$ cat src/rtl/neuron_mac_multilane_pkg.sv
// neuron_pkg: FSM/activation types and arithmetic helpers shared by neuron_mac_multilane
package neuron_pkg;
  typedef enum logic [2:0] {IDLE, ACC, BIAS, ACT, HOLD} state_e;
  typedef enum logic {LINEAR, RELU} act_e;
  function automatic int beats(input int num_weight, input int lanes);
    return num_weight / lanes;
  endfunction
  function automatic logic signed [64:0] sat_add(input logic signed [63:0] a, input logic signed [63:0] b, input int w);
    logic signed [64:0] s, mx, mn;
    s = 65'(a) + 65'(b);
    mx = (65'sd1 <<< (w - 1)) - 65'sd1;
    mn = -(65'sd1 <<< (w - 1));
    return s > mx ? mx : s < mn ? mn : s;
  endfunction
endpackage

$ cat src/rtl/neuron_mac_multilane_if.sv
// neuron_mac_multilane_if: input stream, config bus and result handshake of one neuron
// master = upstream/config driver, slave = neuron_mac_multilane
interface neuron_mac_multilane_if #(parameter int DW = 16, parameter int LANES = 2);
  logic [LANES*DW-1:0] in_data;
  logic in_valid, in_ready;
  logic weight_valid, bias_valid;
  logic [31:0] weight_value, bias_value, config_layer_num, config_neuron_num;
  logic act_sel;
  logic [DW-1:0] out;
  logic out_valid, out_ready, busy;
  modport master(output in_data, in_valid, weight_valid, weight_value, bias_valid, bias_value,
                 config_layer_num, config_neuron_num, act_sel, out_ready,
                 input in_ready, out, out_valid, busy);
  modport slave(input in_data, in_valid, weight_valid, weight_value, bias_valid, bias_value,
                config_layer_num, config_neuron_num, act_sel, out_ready,
                output in_ready, out, out_valid, busy);
endinterface

$ cat src/rtl/neuron_mac_multilane_wmem.sv
// neuron_wmem: LANES-wide weight RAM, one lane-enabled write port, registered read port
// ports: clk, we/lane_en/waddr/wdata write, raddr in, rdata out (one cycle after raddr)
module neuron_wmem #(
  parameter int DW = 16,
  parameter int LANES = 2,
  parameter int ROWS = 5,
  parameter int RW = 3
) (
  input  logic clk,
  input  logic we,
  input  logic [LANES-1:0] lane_en,
  input  logic [RW-1:0] waddr,
  input  logic [DW-1:0] wdata,
  input  logic [RW-1:0] raddr,
  output logic [LANES-1:0][DW-1:0] rdata
);
  logic [LANES-1:0][DW-1:0] mem [ROWS];
  always_ff @(posedge clk) begin
    for (int l = 0; l < LANES; l++)
      if (we && lane_en[l]) mem[waddr][l] <= wdata;
    rdata <= mem[raddr];
  end
endmodule

$ cat src/rtl/neuron_mac_multilane.sv
// neuron_mac_multilane: LANES-wide MAC neuron with bias, linear/ReLU activation and ready/valid output
// ports: clk, rst_n (async active-low), bus (neuron_mac_multilane_if.slave); NEURON_SAT_EN selects saturating adds
module neuron_mac_multilane
  import neuron_pkg::*;
#(
  parameter int LAYER_NO = 4,
  parameter int NEURON_NO = 2,
  parameter int NUM_WEIGHT = 10,
  parameter int DATA_WIDTH = 16,
  parameter int LANES = 2,
  parameter int WEIGHT_INT_WIDTH = 1
) (
  input logic clk,
  input logic rst_n,
  neuron_mac_multilane_if.slave bus
);
  localparam int DW = DATA_WIDTH;
  localparam int F = DW - WEIGHT_INT_WIDTH;
  localparam int AW = 2 * DW;
  localparam int TW = AW + $clog2(LANES);
  localparam int ROWS = beats(NUM_WEIGHT, LANES);
  localparam int RW = ROWS > 1 ? $clog2(ROWS) : 1;
  localparam int LW = LANES > 1 ? $clog2(LANES) : 1;
  localparam logic signed [AW-1:0] OMAX = AW'({1'b0, {(DW-1){1'b1}}});
  localparam logic signed [AW-1:0] OMIN = ~OMAX;
  state_e state, state_n;
  act_e act_r;
  logic [RW-1:0] wrow, beat;
  logic [LW-1:0] wlane;
  logic [LANES-1:0][DW-1:0] in_reg, w_rd;
  logic signed [AW-1:0] prod [LANES];
  logic signed [TW-1:0] tree;
  logic signed [AW-1:0] acc, acc_nxt, biased, bias_sum, bias_ext, shifted;
  logic signed [DW-1:0] bias_r, clamped;
  logic cfg_hit, w_we, b_we, accept, last_beat, last_taken, v1, l1, v2, l2, unused_hi;
  assign unused_hi = ^{bus.weight_value[31:DW], bus.bias_value[31:DW]};
  assign cfg_hit = state == IDLE && bus.config_layer_num == 32'(LAYER_NO) && bus.config_neuron_num == 32'(NEURON_NO);
  assign w_we = cfg_hit && bus.weight_valid;
  assign b_we = cfg_hit && bus.bias_valid;
  assign bus.in_ready = state == IDLE || (state == ACC && !last_taken);
  assign bus.busy = state != IDLE;
  assign bus.out_valid = state == HOLD;
  assign accept = bus.in_valid && bus.in_ready;
  assign last_beat = beat == RW'(ROWS - 1);
  neuron_wmem #(.DW(DW), .LANES(LANES), .ROWS(ROWS), .RW(RW)) u_wmem (
    .clk(clk),
    .we(w_we),
    .lane_en(LANES'(1) << wlane),
    .waddr(wrow),
    .wdata(bus.weight_value[DW-1:0]),
    .raddr(beat),
    .rdata(w_rd)
  );
  always_comb begin
    tree = '0;
    for (int l = 0; l < LANES; l++) tree = tree + TW'(prod[l]);
  end
  assign bias_ext = AW'(bias_r) <<< F;
  assign shifted = biased >>> F;
  assign clamped = shifted > OMAX ? DW'(OMAX) : shifted < OMIN ? DW'(OMIN) : DW'(shifted);
`ifdef NEURON_SAT_EN
  assign acc_nxt = AW'(sat_add(64'(acc), 64'(tree), AW));
  assign bias_sum = AW'(sat_add(64'(acc), 64'(bias_ext), AW));
`else
  assign acc_nxt = acc + AW'(tree);
  assign bias_sum = acc + bias_ext;
`endif
  always_comb
    state_n = state == IDLE ? (accept ? ACC : IDLE)
            : state == ACC  ? (l2 ? BIAS : ACC)
            : state == BIAS ? ACT
            : state == ACT  ? HOLD
            : (bus.out_ready ? IDLE : HOLD);
  always_ff @(posedge clk or negedge rst_n)
    if (!rst_n) state <= IDLE;
    else state <= state_n;
  always_ff @(posedge clk) begin
    if (accept) in_reg <= bus.in_data;
    for (int l = 0; l < LANES; l++) prod[l] <= AW'($signed(in_reg[l])) * AW'($signed(w_rd[l]));
  end
  always_ff @(posedge clk or negedge rst_n) begin
    if (!rst_n) begin
      wrow <= '0;
      wlane <= '0;
      bias_r <= '0;
      beat <= '0;
      last_taken <= 1'b0;
      {v1, l1, v2, l2} <= '0;
      acc <= '0;
      biased <= '0;
      act_r <= LINEAR;
      bus.out <= '0;
    end else begin
      if (w_we) begin
        wlane <= wlane == LW'(LANES - 1) ? '0 : wlane + LW'(1);
        if (wlane == LW'(LANES - 1)) wrow <= wrow == RW'(ROWS - 1) ? '0 : wrow + RW'(1);
      end
      if (b_we) bias_r <= bus.bias_value[DW-1:0];
      if (accept) beat <= last_beat ? '0 : beat + RW'(1);
      last_taken <= state_n == IDLE ? 1'b0 : (accept && last_beat) ? 1'b1 : last_taken;
      v1 <= accept;
      l1 <= accept && last_beat;
      v2 <= v1;
      l2 <= l1;
      acc <= (state == HOLD && bus.out_ready) ? '0 : v2 ? acc_nxt : acc;
      if (state == BIAS) begin
        biased <= bias_sum;
        act_r <= act_e'(bus.act_sel);
      end
      if (state == ACT) bus.out <= (act_r == RELU && clamped[DW-1]) ? '0 : clamped;
    end
  end
endmodule

$ cat src/flat_wrapper.sv
// flat-port wrapper written by rule: the top's interface ports become plain ports
module neuron_mac_multilane_flat import neuron_pkg::*;
#(
  parameter int LAYER_NO = 4,
  parameter int NEURON_NO = 2,
  parameter int NUM_WEIGHT = 10,
  parameter int DATA_WIDTH = 16,
  parameter int LANES = 2,
  parameter int WEIGHT_INT_WIDTH = 1
)
  (clk, rst_n, bus_in_data, bus_in_valid, bus_weight_valid, bus_weight_value, bus_bias_valid, bus_bias_value, bus_config_layer_num, bus_config_neuron_num, bus_act_sel, bus_out_ready, bus_in_ready, bus_out, bus_out_valid, bus_busy);
  neuron_mac_multilane_if #(.DW(16), .LANES(LANES)) bus_i ();
  input logic clk;
  input logic rst_n;
  input wire logic [$bits(bus_i.in_data)-1:0] bus_in_data;
  input wire logic [$bits(bus_i.in_valid)-1:0] bus_in_valid;
  input wire logic [$bits(bus_i.weight_valid)-1:0] bus_weight_valid;
  input wire logic [$bits(bus_i.weight_value)-1:0] bus_weight_value;
  input wire logic [$bits(bus_i.bias_valid)-1:0] bus_bias_valid;
  input wire logic [$bits(bus_i.bias_value)-1:0] bus_bias_value;
  input wire logic [$bits(bus_i.config_layer_num)-1:0] bus_config_layer_num;
  input wire logic [$bits(bus_i.config_neuron_num)-1:0] bus_config_neuron_num;
  input wire logic [$bits(bus_i.act_sel)-1:0] bus_act_sel;
  input wire logic [$bits(bus_i.out_ready)-1:0] bus_out_ready;
  output wire logic [$bits(bus_i.in_ready)-1:0] bus_in_ready;
  output wire logic [$bits(bus_i.out)-1:0] bus_out;
  output wire logic [$bits(bus_i.out_valid)-1:0] bus_out_valid;
  output wire logic [$bits(bus_i.busy)-1:0] bus_busy;
  assign bus_i.in_data = bus_in_data;
  assign bus_i.in_valid = bus_in_valid;
  assign bus_i.weight_valid = bus_weight_valid;
  assign bus_i.weight_value = bus_weight_value;
  assign bus_i.bias_valid = bus_bias_valid;
  assign bus_i.bias_value = bus_bias_value;
  assign bus_i.config_layer_num = bus_config_layer_num;
  assign bus_i.config_neuron_num = bus_config_neuron_num;
  assign bus_i.act_sel = bus_act_sel;
  assign bus_i.out_ready = bus_out_ready;
  assign bus_in_ready = bus_i.in_ready;
  assign bus_out = bus_i.out;
  assign bus_out_valid = bus_i.out_valid;
  assign bus_busy = bus_i.busy;
  neuron_mac_multilane #(.LAYER_NO(LAYER_NO), .NEURON_NO(NEURON_NO), .NUM_WEIGHT(NUM_WEIGHT), .DATA_WIDTH(DATA_WIDTH), .LANES(LANES), .WEIGHT_INT_WIDTH(WEIGHT_INT_WIDTH)) u_core (.clk(clk), .rst_n(rst_n), .bus(bus_i));
endmodule
$ cat config.mk
export PLATFORM = sky130hd
export DESIGN_NAME = neuron_mac_multilane_flat
export DESIGN_NICKNAME = d
export VERILOG_FILES = /design/src/rtl/neuron_mac_multilane_pkg.sv /design/src/rtl/neuron_mac_multilane_if.sv /design/src/rtl/neuron_mac_multilane_wmem.sv /design/src/rtl/neuron_mac_multilane.sv /design/src/flat_wrapper.sv
export SDC_FILE = /design/constraint.sdc
export NUM_CORES = 2
export LEC_CHECK = 0
export ABC_AREA = 1
export BUFFER_PORTS_ARGS = -buffer_cell sky130_fd_sc_hd__buf_4
export CORE_AREA = 3 3 324 326
export DETAILED_ROUTE_END_ITERATION = 10
export DIE_AREA = 0 0 327 329
export PLACE_DENSITY = 0.52
export SYNTH_ARGS = -nofsm -noshare
export SYNTH_HDL_FRONTEND = slang
export SYNTH_SLANG_ARGS = --single-unit
export TNS_END_PERCENT = 5
$ cat constraint.sdc
create_clock -name clk -period 7.4 [get_ports clk]
set_clock_uncertainty 0.2 [all_clocks]
set_input_delay 1.48 -clock clk [delete_from_list [all_inputs] [get_ports clk]]
set_output_delay 1.48 -clock clk [all_outputs]
set_load 0.02 [all_outputs]
Word-level counts from Yosys, hierarchy flattened --
Memories as Yosys holds them, arrays and structs flattened. A register that Yosys moved wholly into a read port is not among the register bits. Cells that the tools add are included.
Storage, ports and cells: RAM bits 224, flip-flop bits (word level) 144, word-level logic and storage cells 77, input port bits 167, memories kept 2
Operators by class: add/subtract/negate cells 6, reductions and logical operators 19, eq/ne operators 8, muxes and demuxes 21, shift-type cells 1, multiply operators 2, $lt $le $gt $ge 2
Memory list:
- u_core.u_wmem.mem | words 5, bits a word 32, read ports 1, clocked after Yosys merged registers in 1, wr ports 1, line neuron_mac_multilane_wmem.sv:17 | logic [LANES-1:0][DW-1:0] mem [ROWS];
- u_core.prod | words 2, bits a word 32, read ports 2, clocked after Yosys merged registers in 0, wr ports 2, line neuron_mac_multilane.sv:31 | logic signed [AW-1:0] prod [LANES];
Operators with widths (count):
- adder 32 bit | 2
- multiplier 16 x 16 -> 32 bit | 2
- 2-to-1 mux 32 bit | 2
- 2-to-1 mux 16 bit | 3
- adder 32 x 31 -> 32 bit | 1
- equality test 32 x 2 -> 1 bit (second input constant) | 1
- equality test 32 x 3 -> 1 bit (second input constant) | 1
- 2-to-1 mux 3 bit | 7
- greater-than comparator 17 x 16 -> 1 bit (second input constant) | 1
- < comparator 17 x 16 -> 1 bit (second input constant) | 1
- logical AND 1 bit | 11
- equality test 3 bit (second input constant) | 3
- 2-to-1 mux 1 bit | 8
- adder 3 x 1 -> 3 bit (second input constant) | 2
- equality test 3 x 2 -> 1 bit (second input constant) | 2
- zero test 3 bit | 2
- nonzero test 2 bit | 2
- equality test 3 x 1 -> 1 bit (second input constant) | 1
- nonzero test 3 bit | 1
- 2-to-1 mux 2 bit | 1
- AND reduction 2 bit | 1
- << shifter 1 x 1 -> 2 bit (first input constant) | 1
- adder 1 bit (second input constant) | 1
- zero test 1 bit | 1
- logical OR 1 bit | 1

Longest topological paths before layout --
depth in word-level cells 8, gate-level depth with buffers 27, mapped depth without buffers 25

By module --
A second synthesis with hierarchy kept.
Second synthesis, totals: cells, all modules 4649, area, all modules 38518.2 um^2
Modules (own cells, without submodules):
- neuron_mac_multilane | cells an instance 3959, area an instance 31033.5 um^2, instances 1
- neuron_wmem | cells an instance 690, area an instance 7484.7 um^2, instances 1

Least setup slack after synthesis --
Ideal clock, no wire load.
kind register to register, from register u_core.u_wmem.rdata[5] (netlist name) (read register of u_core.u_wmem.mem), to memory u_core.prod[0][30] (netlist name), clock period less this slack 5.602 ns, slack 1.798 ns, setup time 0.112 ns, stages on the path, launching flop included 21, data required time 7.088 ns, path buffers 2, arrival time 5.290 ns, path through dfxtp_1 clkbuf_1 clkbuf_1 nand2_1 fa_1 inv_1 fa_1 fa_1 fa_1 inv_1 fa_1 inv_1 fa_1 ha_1 inv_1 nor3_1 nand2_1 nor4_1 nand2_1 nand3_1 nand2_1
RTL lines:
- start, declared | line neuron_mac_multilane_wmem.sv:15 | output logic [LANES-1:0][DW-1:0] rdata
- end, declared | line neuron_mac_multilane.sv:31

==> key figures <==
Placed design
  • Worst slack, placed: 0.864 ns
  • HPWL after DPL: 77200 um
  • DP Area: 40300 sq um
  • GPL Wtd Cong: 0.899
  • Port Buf Inserts: 153

Worst setup path
  • R2R Path Start: u_core.u_wmem.rdata[1]
  • Worst Path Max Fanout: 16
  • Worst path required time: 7.67 ns
  • Worst reg-to-reg path cell count: 18
  • Reg-to-reg endpoint: u_core.prod[0][30]
  • Crit. End Element: register
  • Crit path kind: register to register
  • WP data arrival: 6.88 ns
  • Startpoint Class: register
  • R2R setup slack: 0.79 ns

Logic synthesis
  • Share of the yosys chip area belonging to registers: 26.7%
  • Post-synthesis cell type count: 43
  • Post-synthesis async set-or-reset flop share: 25.2%
  • Synth Register Bits: 385
  • Cells after Synth: 4501
  • Avg Cell Area, Syn: 8.42 sq um
  • Most used DFF post-synth: edfxtp_1
  • Post-synth net total: 5439
  • Ys Warns: 0
  • Post-Synthesis Cell Area: 37900 sq um
  • Post-synth EDFFs: 192

Cells and area
  • Top Registers: u_core.u_wmem.mem x160, u_core.prod x64
  • Fillers: 10400
  • Post-route cell area: 41800 sq um
  • Layout Area Growth over Synthesis: 10.3%
  • Top reg by flops: u_core.u_wmem.mem
  • Max reg flops: 160
  • Multi-input gate area: 23300 sq um
  • Nets: 5507
  • Diodes inserted: 0
  • Layout cells sized above 1: 6.25%
  • FF/Latch Area: 10100 sq um

Timing
  • Unrepaired setup endpoints after global routing: no
  • Worst slew pin tran: 1.08 ns
  • Max-slew headroom: 28.2%
  • Final Hold Vio Count: 0
  • Period utilisation layout: 89.4%
  • Final setup fails: 0
  • Final Worst Setup Slack: 0.787 ns
  • Crit path time final: 6.61 ns
  • Setup TNS: 0 ns
  • WHS: 0.148 ns
  • Max-slew violations: 0
  • FMAX: 151 MHz

Routing
  • Total number of vias: 28000
  • Detail Route Antenna Nets: 0
  • Vias per cell: 4.68
  • 1st-pass router iterations: 5
  • Routed wire per std cell: 16.4 um
  • Iteration-0 DRC Markers: 1543
  • Final wirelength: 97800 um
  • DRC: 0

GRT
  • Vias in the first global route: 28900
  • Initial antenna violation count: 3
  • Overflow after GRT: 0
  • First-pass GRT wire length: 158000 um
  • Pin count of the biggest net entering global routing: 67
  • All-Layer GR Usage: 18.6%

Clock network
  • TritonCTS clock tree: built
  • Clk slew on worst S/H paths: 0.06 ns
  • CTS hold repair buffers: 0
  • Post-CTS Setup Inserts: 0
  • Number of H-tree levels: 2
  • CTS buffer count: 45
  • Root Buffer: clkbuf_16
  • Clock Tree Buf Depth: 3
  • Clock Latency Late Sink: 0.61 ns
  • Post-CTS sizing: 0
  • CTS Sinks: 385

Die
  • Die ar.: 108000 sq um
  • Die X: 327 um
  • Number of cell rows: 117
  • Initial cell density of the core: 37.1%
  • Top Ports: 186
  • Core area: 102000 sq um
  • Die height: 329 um

Worst hold path
  • HP Class: register to register
  • Hold endpoint: u_core.l2
  • Hold path depth: 0
  • Hold Crit Start: u_core.l1

Status
  • Status: complete, no violations

Flow run
  • Maxcap violations: 0
==> kinds of logic (layout without fill, tap and decap cells) <==
kind of cell / count (synthesis) / in the layout / synth area share [%]
xor gates and xnor gates: 61 / 61 / 1.41
buffers and inverters: 1168 / 1272 / 11.6
AOI/OAI and AO/OA: 350 / 350 / 4.93
adders and majority gates: 771 / 771 / 36.5
and+or+nand+nor: 1766 / 1766 / 18.8
DFF: 385 / 385 / 26.7
==> metal layers <==
layer  global-route usage, %  vias to the layer above  routed length, um
met5                       0                        -                 13
met4                    4.43                        2               2180
met3                    2.48                      108               4310
met2                    30.9                      530              45900
met1                    25.9                    13700              45500
li1                        -                    13600                  -
==> cells in the mapped netlist, types with 2 or more instances <==
master,instances,area (sq um)
a21boi_0,2,15.0
a21o_1,6,45.0
a21oi_1,114,571
a22o_1,3,26.3
a31oi_1,33,206
and2_1,5,31.3
buf_1,8,30.0
buf_2,4,20.0
buf_6,3,33.8
clkbuf_1,146,548
dfrtp_1,97,2430
dfxtp_1,96,1920
edfxtp_1,192,5770
fa_1,557,11200
ha_1,214,2680
inv_1,1001,3760
inv_2,5,18.8
nand2_1,1136,4260
nand3_1,142,711
nand3b_1,13,97.6
nand3b_4,2,40.0
nand4_1,26,163
nor2_1,381,1430
nor2_2,6,37.5
nor3_1,25,125
nor3_2,2,20.0
nor3b_1,2,15.0
nor4_1,7,43.8
o211ai_1,2,15.0
o21a_1,4,30.0
o21ai_0,172,861
o21ai_1,3,15.0
o21bai_1,9,67.6
or2_2,15,93.8
xnor2_1,23,201
xor2_1,38,333
==> critical path, cell delays in order, from the launching register on <==
cell and delay, ns:
dfxtp_1 0.76, nand2_1 0.20, inv_1 0.18, fa_1 0.58, fa_1 0.99, fa_1 0.61
fa_1 0.52, inv_1 0.05, fa_1 0.47, inv_1 0.05, fa_1 0.43, ha_1 0.41
inv_1 0.09, nor3_1 0.27, nand2_1 0.11, nor4_1 0.22, nand2_1 0.14, nand3_1 0.10
nand2_1 0.07
==> per-stage QoR <==
step           instances  utilization, %
3_3_place_gp        5890            39.5
4_1_cts             5973            41.0
3_5_place_dp        5890            39.5
5_1_grt             5973            41.0
2_1_floorplan       4501               -
6_report            5973            41.0
==> cells in the final DEF, fill, tap and decap left out, drive strengths merged, types with 19 or more instances in the layout <==
cell,n
ha,214
clkinv,19
clkbuf,57
a31oi,33
nand2,1137
nand3,142
fa,557
nor3,27
o21ai,175
nand4,26
dfrtp,97
xnor2,23
xor2,38
a21oi,114
inv,1010
edfxtp,192
buf,182
nor2,387
dfxtp,96
==> how the worst max path moves through the flow <==
stage,depth (start not counted),from,end
3_3_place_gp,18,u_core.u_wmem.rdata[1],u_core.prod[0][30]
3_5_place_dp,18,u_core.u_wmem.rdata[1],u_core.prod[0][30]
5_1_grt,18,u_core.u_wmem.rdata[1],u_core.prod[0][30]
2_1_floorplan,20,u_core.u_wmem.rdata[5],u_core.prod[0][30]
4_1_cts,18,u_core.u_wmem.rdata[1],u_core.prod[0][30]
6_report,18,u_core.u_wmem.rdata[1],u_core.prod[0][30]
==> layout make-up <==
class,instances,share of cell area (%)
Multi-Input combinational cell,2948,55.9
Sequential cell,385,24.2
Inverter,1007,9.05
Tap cell,1368,4.10
Timing Repair Buffer,182,3.27
Clock buffer,57,2.87
Clock inverter,26,0.626
Power is left out: the tool's default activity adds up to more than one toggle a clock period on the data nets, which glitch-free logic cannot reach.
